[config.mk]
export PLATFORM = sky130hd
export DESIGN_NAME = spi_flash_arbiter
export DESIGN_NICKNAME = d
export VERILOG_FILES = /design/src/rtl/spi_flash_arbiter_pkg.sv /design/src/rtl/spi_flash_arbiter_cdc_sync_n.sv /design/src/rtl/spi_flash_arbiter.sv
export SDC_FILE = /design/constraint.sdc
export NUM_CORES = 1
export LEC_CHECK = 0
export ABC_AREA = 1
export CORE_UTILIZATION = 40
export DETAILED_ROUTE_END_ITERATION = 7
export PLACE_DENSITY = 0.57
export SYNTH_ARGS = -nofsm -noshare
export SYNTH_HDL_FRONTEND = slang
export SYNTH_SLANG_ARGS = --single-unit
[constraint.sdc]
create_clock -name i_clk -period 5.35 [get_ports i_clk]
set_input_delay 1.07 -clock i_clk [delete_from_list [all_inputs] [get_ports i_clk]]
set_output_delay 1.07 -clock i_clk [all_outputs]
set_load 0.02 [all_outputs]
[src/rtl/spi_flash_arbiter_pkg.sv]
// Shared types and constants for the SPI flash bus arbiter.
package spi_flash_arbiter_pkg;

    typedef enum logic [2:0] {
        CPU_OWN   = 3'd0,
        HALT_REQ  = 3'd1,
        DRAIN     = 3'd2,
        FT_OWN    = 3'd3,
        RESET_CPU = 3'd4
    } arb_state_e;

    typedef struct packed {
        logic cs;
        logic clk;
        logic mosi;
    } spi_bus_t;

    // Flash pins while nobody owns the bus: deselected, clock low.
    localparam spi_bus_t SPI_BUS_IDLE = '{cs: 1'b1, clk: 1'b0, mosi: 1'b0};
    localparam logic     MISO_IDLE    = 1'b1;

    function automatic int unsigned max_u(input int unsigned a, input int unsigned b);
        return (a > b) ? a : b;
    endfunction

endpackage

[src/rtl/spi_flash_arbiter_cdc_sync_n.sv]
// N-deep flop synchroniser with asynchronous reset to a fixed value.
module spi_flash_arbiter_cdc_sync_n #(
    parameter int unsigned STAGES    = 2,
    parameter logic        RESET_VAL = 1'b1
) (
    input  logic clk,
    input  logic rst_n,
    input  logic d,
    output logic q
);

    logic [STAGES-1:0] sync_q;

    always_ff @(posedge clk or negedge rst_n) begin
        if (!rst_n) begin
            sync_q <= {STAGES{RESET_VAL}};
        end else begin
            sync_q <= {sync_q[STAGES-2:0], d};
        end
    end

    assign q = sync_q[STAGES-1];

endmodule

[src/rtl/spi_flash_arbiter.sv]
// Owns the shared SPI flash bus; hands it between the 6809 SPI master and the
// FT2232 port, halting the CPU during FT sessions and resetting it afterwards.
module spi_flash_arbiter
    import spi_flash_arbiter_pkg::*;
#(
    parameter int unsigned SYNC_STAGES   = 2,
    parameter int unsigned HALT_SETTLE   = 16,
    parameter int unsigned DRAIN_TIMEOUT = 4096,
    parameter int unsigned IDLE_RELEASE  = 65536,
    parameter int unsigned RESET_CYCLES  = 64
) (
    input  logic i_clk,
    input  logic i_rst_n,
    input  logic i_FT_CS,
    input  logic i_FT_SCK,
    input  logic i_FT_MOSI,
    output logic o_FT_MISO,
    input  logic i_CPU_SPI_CS,
    input  logic i_CPU_SPI_CLK,
    input  logic i_CPU_SPI_MOSI,
    input  logic i_cpu_spi_busy,
    output logic o_CPU_SPI_MISO,
    input  logic i_SPI_MISO,
    output logic o_SPI_CS,
    output logic o_SPI_CLK,
    output logic o_SPI_MOSI,
    output logic o_HALT,
    output logic o_RESET,
    output logic o_ft_owner,
    output logic o_drain_to
);

    localparam int unsigned CW = $clog2(max_u(max_u(HALT_SETTLE, DRAIN_TIMEOUT),
                                              max_u(IDLE_RELEASE, RESET_CYCLES))) + 1;

    localparam logic [CW-1:0] SETTLE_LAST = CW'(HALT_SETTLE - 1);
    localparam logic [CW-1:0] DRAIN_LAST  = CW'(DRAIN_TIMEOUT - 1);
    localparam logic [CW-1:0] IDLE_LAST   = CW'(IDLE_RELEASE - 1);
    localparam logic [CW-1:0] RESET_LAST  = CW'(RESET_CYCLES - 1);

    arb_state_e    state_q, state_d;
    logic [CW-1:0] cnt_q, cnt_d;
    logic [CW-1:0] dcnt_q, dcnt_d;
    logic          drain_to_q, drain_to_d;
    logic          halt_q, reset_q, owner_q;
    logic          ft_cs_s;
    logic          cpu_idle;
    spi_bus_t      cpu_bus, ft_bus, bus_c;

    function automatic logic [CW-1:0] sat_inc(input logic [CW-1:0] v);
        return (v == '1) ? v : v + CW'(1);
    endfunction

    spi_flash_arbiter_cdc_sync_n #(
        .STAGES    (SYNC_STAGES),
        .RESET_VAL (1'b1)
    ) u_ft_cs_sync (
        .clk   (i_clk),
        .rst_n (i_rst_n),
        .d     (i_FT_CS),
        .q     (ft_cs_s)
    );

    assign cpu_idle = !i_cpu_spi_busy && i_CPU_SPI_CS;

    // Next-state: cnt_q is shared by settle, FT idle and CPU reset timing.
    always_comb begin
        state_d    = state_q;
        cnt_d      = cnt_q;
        dcnt_d     = dcnt_q;
        drain_to_d = drain_to_q;
        case (state_q)
            CPU_OWN: begin
                cnt_d  = '0;
                dcnt_d = '0;
                if (!ft_cs_s) state_d = HALT_REQ;
            end
            HALT_REQ: begin
                cnt_d   = '0;
                dcnt_d  = '0;
                state_d = DRAIN;
            end
            DRAIN: begin
                dcnt_d = sat_inc(dcnt_q);
                cnt_d  = cpu_idle ? sat_inc(cnt_q) : '0;
                if (cpu_idle && cnt_q == SETTLE_LAST) begin
                    state_d    = FT_OWN;
                    cnt_d      = '0;
                    drain_to_d = 1'b0;
                end else if (dcnt_q == DRAIN_LAST) begin
                    state_d    = FT_OWN;
                    cnt_d      = '0;
                    drain_to_d = 1'b1;
                end
            end
            FT_OWN: begin
                if (!ft_cs_s) begin
                    cnt_d = '0;
                end else if (cnt_q == IDLE_LAST) begin
                    state_d = RESET_CPU;
                    cnt_d   = '0;
                end else begin
                    cnt_d = sat_inc(cnt_q);
                end
            end
            RESET_CPU: begin
                if (cnt_q == RESET_LAST) begin
                    state_d = CPU_OWN;
                    cnt_d   = '0;
                end else begin
                    cnt_d = sat_inc(cnt_q);
                end
            end
            default: begin
                state_d = CPU_OWN;
                cnt_d   = '0;
                dcnt_d  = '0;
            end
        endcase
    end

    // State and registered CPU-control outputs, decoded from the next state.
    always_ff @(posedge i_clk or negedge i_rst_n) begin
        if (!i_rst_n) begin
            state_q    <= CPU_OWN;
            cnt_q      <= '0;
            dcnt_q     <= '0;
            drain_to_q <= 1'b0;
            halt_q     <= 1'b0;
            reset_q    <= 1'b0;
            owner_q    <= 1'b0;
        end else begin
            state_q    <= state_d;
            cnt_q      <= cnt_d;
            dcnt_q     <= dcnt_d;
            drain_to_q <= drain_to_d;
            halt_q     <= (state_d != CPU_OWN);
            reset_q    <= (state_d == RESET_CPU);
            owner_q    <= (state_d == FT_OWN);
        end
    end

    assign o_HALT     = halt_q;
    assign o_RESET    = reset_q;
    assign o_ft_owner = owner_q;
    assign o_drain_to = drain_to_q;

    assign cpu_bus = '{cs: i_CPU_SPI_CS, clk: i_CPU_SPI_CLK, mosi: i_CPU_SPI_MOSI};
    assign ft_bus  = '{cs: i_FT_CS,      clk: i_FT_SCK,      mosi: i_FT_MOSI};

    // Pin mux decoded from registered state only, so SPI data sees no clock latency.
    always_comb begin
        bus_c          = SPI_BUS_IDLE;
        o_FT_MISO      = MISO_IDLE;
        o_CPU_SPI_MISO = MISO_IDLE;
        case (state_q)
            FT_OWN: begin
                bus_c     = ft_bus;
                o_FT_MISO = i_SPI_MISO;
            end
            CPU_OWN: begin
                bus_c          = cpu_bus;
                o_CPU_SPI_MISO = i_SPI_MISO;
            end
            default: ;
        endcase
    end

    assign o_SPI_CS   = bus_c.cs;
    assign o_SPI_CLK  = bus_c.clk;
    assign o_SPI_MOSI = bus_c.mosi;

endmodule

==> metrics.yaml, run 1 <==
path_buf_inv: 3
gr-total-overflow: 0
power_leakage_nw: 1.52
intPower_uw: 444
power_switching_uw: 159
clockBufferDepth: 2
crit_arrival_ns: 2.39
ant_nets: 0
fp.dieW_microns: 85.0
cap_viol_max_count: 0
grt_pass1_wl_mm: 10.9
synth_cells: 381
worstSetupEndpointType: "output port"
critPathLaunch: "i_CPU_SPI_CS"
cts_hold_buf: 0
status: "finished clean"
die_height_microns: 85.0
dieArea_sq_um: 7230
clockRootBuffer: "clkbuf_8"
numPortBuffers: 18
clk_latency_ns: 0.29
p_comb_share_pct: 10.2
clk_transition_reported_paths_ns: 0.08
cts_setup_buffers: 0
fmax_mhz: 289
cts_resized: 0
fin_nets: 414
worstHoldStart: "u_ft_cs_sync.sync_q[0]$_DFF_PN1_"
post-route-drc-count: 0
irDropWorstVdd_mv: 0.0908
synth_nets: 394
final-setup-viol-count: 0
vias_per_cell: 5.02
area_growth_pct: 11.3
worstSetupPathType: "in -> out"
wl_mm: 6.03
holdWs_ns: 0.347
crit_path_max_fanout: 3
power_uw: 603
yosysWarnings: 0
fin_skew_ns: 0.00803
drive_gt1_share_pct: 11.7
yosys_register_bits: 43
cp_common_cell: "clkdlybuf4s50_1"
slowest_delay_ns: 0.63
async_flop_share_pct: 100
final_max_slew_viol_count: 0
wl_per_cell_microns: 12.6
relSlewSlack_pct: 34.8
cp.required_ns: 4.28
cts_made_buffers: 5
io_pins: 19
hold_class: "reg -> reg"
synthFlopType: "dfrtp_1"
cts_tree: "yes"
cts_sinks: 43
dp_hpwl_mm: 4.51
start_util_pct: 42.4
first_iter_violations: 93
antenna_found_initial: 0
synth_edf_count: 0
place_congestion: 0.848
grt_use_total_pct: 18.9
cp_slowest_cell: "clkdlybuf4s50_1"
cp_top_family: "buffers and inverters"
synth_cell_types: 32
switching_share_pct: 26.3
core_sq_um: 6490
hold_violations: 0
critPathLaunchType: "input port"
via_count: 2399
worst_pin_slew_ns: 0.978
dr.pass1.iters: 4
clockPowerShare_pct: 33.3
antennaDiodeCount: 0
power.density_nw_per_um2: 197
htreeDepth: 2
fin_crit_sh_pct: 64.6
period_needed_ns: 3.46
rsz0062_at_grt: "false"
r2r-start: "dcnt_q[0]$_DFFE_PN0P_"
grt_max_degree: 44
sequentialPowerShare_pct: 56.5
syn-cell-area_sq_um: 2760
syn_avg_cell_area_sq_um: 7.23
cp_cell_sequence: "clkdlybuf4s50_1 > inv_1 > o211ai_1 > clkdlybuf4s50_1"
rows: 29
yosysSeqAreaShare_pct: 39.1
grt_pass1_vias: 2375
setup_tns_ns: 0
[per-layer routing]
metal | track usage [%] | wire [microns] | vias to the layer above
met5 | 0 | 0 | -
met4 | 6.01 | 39 | 0
met3 | 3.79 | 159 | 2
met2 | 30.8 | 2770 | 23
met1 | 25.4 | 3060 | 1105
li1 | - | - | 1269
[kinds of logic (layout without fill, tap and decap cells)]
| group | after synthesis | after routing | synth area share (%) |
|---|---|---|---|
| AND/OR/NAND/NOR | 229 | 229 | 39.6 |
| buffers and inverters | 59 | 79 | 8.67 |
| flip-flops | 43 | 43 | 39.1 |
| AO/OA/AOI/OAI | 32 | 32 | 6.45 |
| XOR/XNOR | 15 | 15 | 4.77 |
| adder cells (fa/ha/maj) | 3 | 3 | 1.36 |
[Yosys cell counts, types with 6 or more instances]
library cell,number,share of area (%)
inv_1,39,5.3
nand4_1,17,3.9
inv_2,14,1.9
a21oi_1,6,1.1
o21ai_1,11,2.0
nand2_1,90,12
nand2_2,12,2.7
nor2_1,44,6.0
xor2_1,10,3.2
nand3_1,40,7.3
nor3_1,11,2.0
o21ai_0,9,1.6
dfrtp_1,41,37
[layout make-up]
type	instances	area, sq um
clock buffers	7	76.3
fillers	657	3430
inverters	54	203
multi-input cells	279	1440
flip-flops and latches	43	1080
well taps	77	96.3
repair buffers	18	175
[through the flow]
| step | worst slack, ns | instance area, sq um | util [%] | instances |
|---|---|---|---|---|
| 2_1_floorplan | 2.78 | 2760 | - | 381 |
| 4_1_cts | 1.88 | 3070 | 47.2 | 478 |
| 5_1_grt | 1.79 | 3070 | 47.2 | 478 |
| 3_5_place_dp | 1.88 | 2990 | 46.1 | 471 |
| 6_report | 1.89 | 3070 | 47.2 | 478 |
| 3_3_place_gp | 1.87 | 2990 | 46.1 | 471 |
[cell usage in the layout (no fill, tap or decap), types with 3 or more instances in the layout]
master           Yosys  routed
o31ai_1              3       3
nor2_2               3       3
nor3_1              11      11
nand2_4              3       3
ha_1                 3       3
dfrtp_1             41      41
nand4_1             17      17
inv_1               39      39
clkbuf_8             0       5
o21ai_1             11      11
nand2_2             12      12
xor2_1              10      10
xnor2_1              5       5
nand2_1             90      90
a21oi_1              6       6
nand3_1             40      40
nor2_1              44      44
o21ai_0              9       9
clkdlybuf4s50_1      0      17
inv_2               14      14
[path summary, 6_finish.rpt]
kind | to | slack, ns | cells past startpoint
setup / recovery | o_SPI_CS | 1.89 | 4
hold / removal | u_ft_cs_sync.sync_q[1]$_DFF_PN1_ | 0.35 | 0
setup reg to reg | dcnt_q[15]$_DFFE_PN0P_ | 2.58 | 11
max in group asynchronous | o_ft_owner$_DFF_PN0_ | 3.81 | 1
min in group asynchronous | cnt_q[1]$_DFF_PN0_ | 0.93 | 1
hold reg to reg | u_ft_cs_sync.sync_q[1]$_DFF_PN1_ | 0.35 | 0
[registers in the layout (all words and copies together), names as in the netlist]
signal and cells:
o_drain_to 1, dcnt_q 17, o_ft_owner 1, o_RESET 1, cnt_q 17, state_q 3, o_HALT 1, u_ft_cs_sync.sync_q 2
[worst register-to-register path, cell delays in order (launching register included)]
cell and delay [ns]:
dfrtp_1 0.43, ha_1 0.30, nand3_1 0.10, nor2_1 0.29, nand3_1 0.18, nor4_1 0.24
ha_1 0.22, nor2_2 0.07, inv_2 0.09, nand2_1 0.39, nand4_1 0.24, o21ai_1 0.09
[power groups by stage]
stage | logic (mW) | registers, mW | clock network (mW)
3_5_place_dp | 0.0632 | 0.347 | 0
3_3_place_gp | 0.0625 | 0.347 | 0
4_1_cts | 0.0629 | 0.341 | 0.210
6_report | 0.0615 | 0.341 | 0.201
5_1_grt | 0.0707 | 0.342 | 0.217
2_1_floorplan | 0.0410 | 0.345 | 0
Note: power is estimated with default switching activity, not from simulation.
==> run 2, diff against run 1 <==
--- a/config.mk
+++ b/config.mk
@@ -8,7 +8,7 @@
 export ABC_AREA = 1
 export CORE_UTILIZATION = 40
 export DETAILED_ROUTE_END_ITERATION = 7
-export PLACE_DENSITY = 0.57
+export PLACE_DENSITY = 0.59
 export SYNTH_ARGS = -nofsm -noshare
 export SYNTH_HDL_FRONTEND = slang
 export SYNTH_SLANG_ARGS = --single-unit
==> constraint.sdc (replaced) <==
create_clock -name i_clk -period 2.8 [get_ports i_clk]
set_input_delay 0.56 -clock i_clk [delete_from_list [all_inputs] [get_ports i_clk]]
set_output_delay 0.56 -clock i_clk [all_outputs]
set_load 0.02 [all_outputs]
==> run 2 against run 1 <==
  * Combinational power rose by 100%
  * Register-to-register slack worse by 2.2 ns
  * Non-clock buffer count rose by 6
  * Clock power is 93% higher
  * Worst hold slack got worse by 0.093 ns
  * Worst setup slack worse by 1.6 ns
  * Sequential share of layout area decreased by 0.56 points
  * Sequential power up 91%
  * Via count rose by 1.8%
  * Critical path type is now reg -> out
  * Critical endpoint is now o_SPI_CLK
  * Largest cell class unchanged
==> metrics.yaml, run 2 (synthesized netlist as in run 1, its figures left out) <==
fin_crit_sh_pct: 89.5
worst_pin_slew_ns: 0.575  # -0.403 ns
fmax_mhz: 399
grt_pass1_wl_mm: 10.9  # -0.13%
ff2ff_setup_slack_ns: 0.39  # -2.19 ns
post_dp_cell_area_sq_um: 3040  # +1.5%
die_height_microns: 85.0  # unchanged
cts_hold_buf: 0  # unchanged
regArea_sq_um: 1080  # unchanged
antennaDiodeCount: 0  # unchanged
numPortBuffers: 18  # unchanged
vias_per_cell: 5.04  # +0.36%
core_sq_um: 6490  # unchanged
cts_setup_buffers: 0  # unchanged
setup_slack_ns: 0.295  # -1.60 ns
dieArea_sq_um: 7230  # unchanged
fp.dieW_microns: 85.0  # unchanged
hold_class: "in -> async"
period_needed_ns: 2.51
final-setup-viol-count: 0  # unchanged
final_cell_mix: "nand2_1 (90), nor2_1 (44), dfrtp_1 (41), nand3_1 (40), inv_1 (39)"
final_max_slew_viol_count: 0  # unchanged
critPathLaunchType: "flip-flop"
fin_nets: 420  # +1.4%
first_iter_violations: 86  # -7.5%
worstSetupEndpointType: "output port"
r2r-start: "dcnt_q[0]$_DFFE_PN0P_"
fin_skew_ns: 0.0144  # +0.00637 ns
power_leakage_nw: 1.55  # +2.1%
rsz0062_at_grt: "false"
relSlewSlack_pct: 61.7  # +27 points
grt_pass1_vias: 2353  # -0.93%
ant_nets: 0  # unchanged
power.density_nw_per_um2: 373  # +90%
clockBufferDepth: 2  # unchanged
via_count: 2443  # +1.8%
place_congestion: 0.878  # +3.5%
crit_path_max_fanout: 9  # +6
clk_transition_reported_paths_ns: 0.09  # about the same
cts_made_buffers: 5  # unchanged
setup_tns_ns: 0  # unchanged
start_util_pct: 42.4  # unchanged
area_growth_pct: 13.1
final_cell_area_sq_um: 3120  # +1.6%
cp.required_ns: 2.24  # -2.04 ns
clk_latency_ns: 0.30  # about the same
multi_input_area_sq_um: 1440  # unchanged
crit_arrival_ns: 1.95  # -0.44 ns
fillCellCount: 631  # -4.0%
cap_viol_max_count: 0  # unchanged
wl_per_cell_microns: 12.6  # about the same
cts_tree: "yes"
antenna_found_initial: 0  # unchanged
drive_gt1_share_pct: 13.2  # +1.5 points
rows: 29  # unchanged
crit-reg2reg-capture: "dcnt_q[8]$_DFFE_PN0P_"
dr.pass1.iters: 4  # unchanged
irDropWorstVdd_mv: 0.173  # +91%
htreeDepth: 2  # unchanged
cts_resized: 0  # unchanged
gr-total-overflow: 0  # unchanged
grt_max_degree: 26  # -41%
worstSetupPathType: "reg -> out"
dp_hpwl_mm: 4.71  # +4.3%
io_pins: 19  # unchanged
post-route-drc-count: 0  # unchanged
layout_commonest_cell: "nand2_1"
reg2reg_depth: 12  # +1
dpl_worst_slack_ns: 0.357  # -1.52 ns
clockRootBuffer: "clkbuf_8"
hold_violations: 0  # unchanged
holdWs_ns: 0.254  # -0.0932 ns
reg.largest.list: "cnt_q (17), dcnt_q (17), state_q (3)"
cts_sinks: 43  # unchanged
wl_mm: 6.12  # +1.6%
grt_use_total_pct: 18.8  # -0.15 points
power_mw: 1.16  # +93%
status: "finished clean"
run 2: worst max-delay path: stages, from the launching register on:
cell and delay (ns):
dfrtp_1 0.43, nand3_2 0.14, clkinv_1 0.25, a22o_1 0.28, clkdlybuf4s50_1 0.53
run 2: cell type report:
| cell class | count | share of cell area [%] |
|---|---|---|
| multi-input combinational | 279 | 46.1 |
| sequential | 43 | 34.6 |
| timing repair buffer | 24 | 7.06 |
| inverter | 54 | 6.50 |
| tap | 77 | 3.09 |
| clock buffer | 7 | 2.45 |
| clock inverter | 1 | 0.161 |
run 2: through the flow:
step | util, % | instances
floorplan | - | 381
global placement | 46.8 | 477
detailed placement | 46.8 | 477
CTS | 48.0 | 485
global route | 48.0 | 485
finish | 48.0 | 485
run 2: report_power, final:
| part | internal (mW) | total [mW] | switching [mW] |
|---|---|---|---|
| clock | 0.175 | 0.387 | 0.212 |
| combinational | 0.0471 | 0.125 | 0.0778 |
| sequential | 0.635 | 0.652 | 0.0168 |
| total | 0.857 | 1.16 | 0.307 |
run 2: how the worst max path moves through the flow:
stage	start	to	slack [ns]
CTS	state_q[0]$_DFF_PN0_	o_SPI_CLK	0.28
detailed placement	i_CPU_SPI_CS	o_SPI_CS	0.36
global placement	i_CPU_SPI_CS	o_SPI_CS	0.35
global route	state_q[2]$_DFF_PN0_	o_SPI_CS	0.17
floorplan	dcnt_q[0]$_DFFE_PN0P_	dcnt_q[15]$_DFFE_PN0P_	0.79
finish	state_q[0]$_DFF_PN0_	o_SPI_CLK	0.29
run 2: routing by layer:
layer / up-vias / GRT usage (%) / share of wire (%)
li1: 1283 / - / -
met1: 1130 / 25.2 / 50
met2: 22 / 30.3 / 46
met3: 8 / 3.60 / 2.5
met4: 0 / 6.63 / 1.2
met5: - / 0 / 0
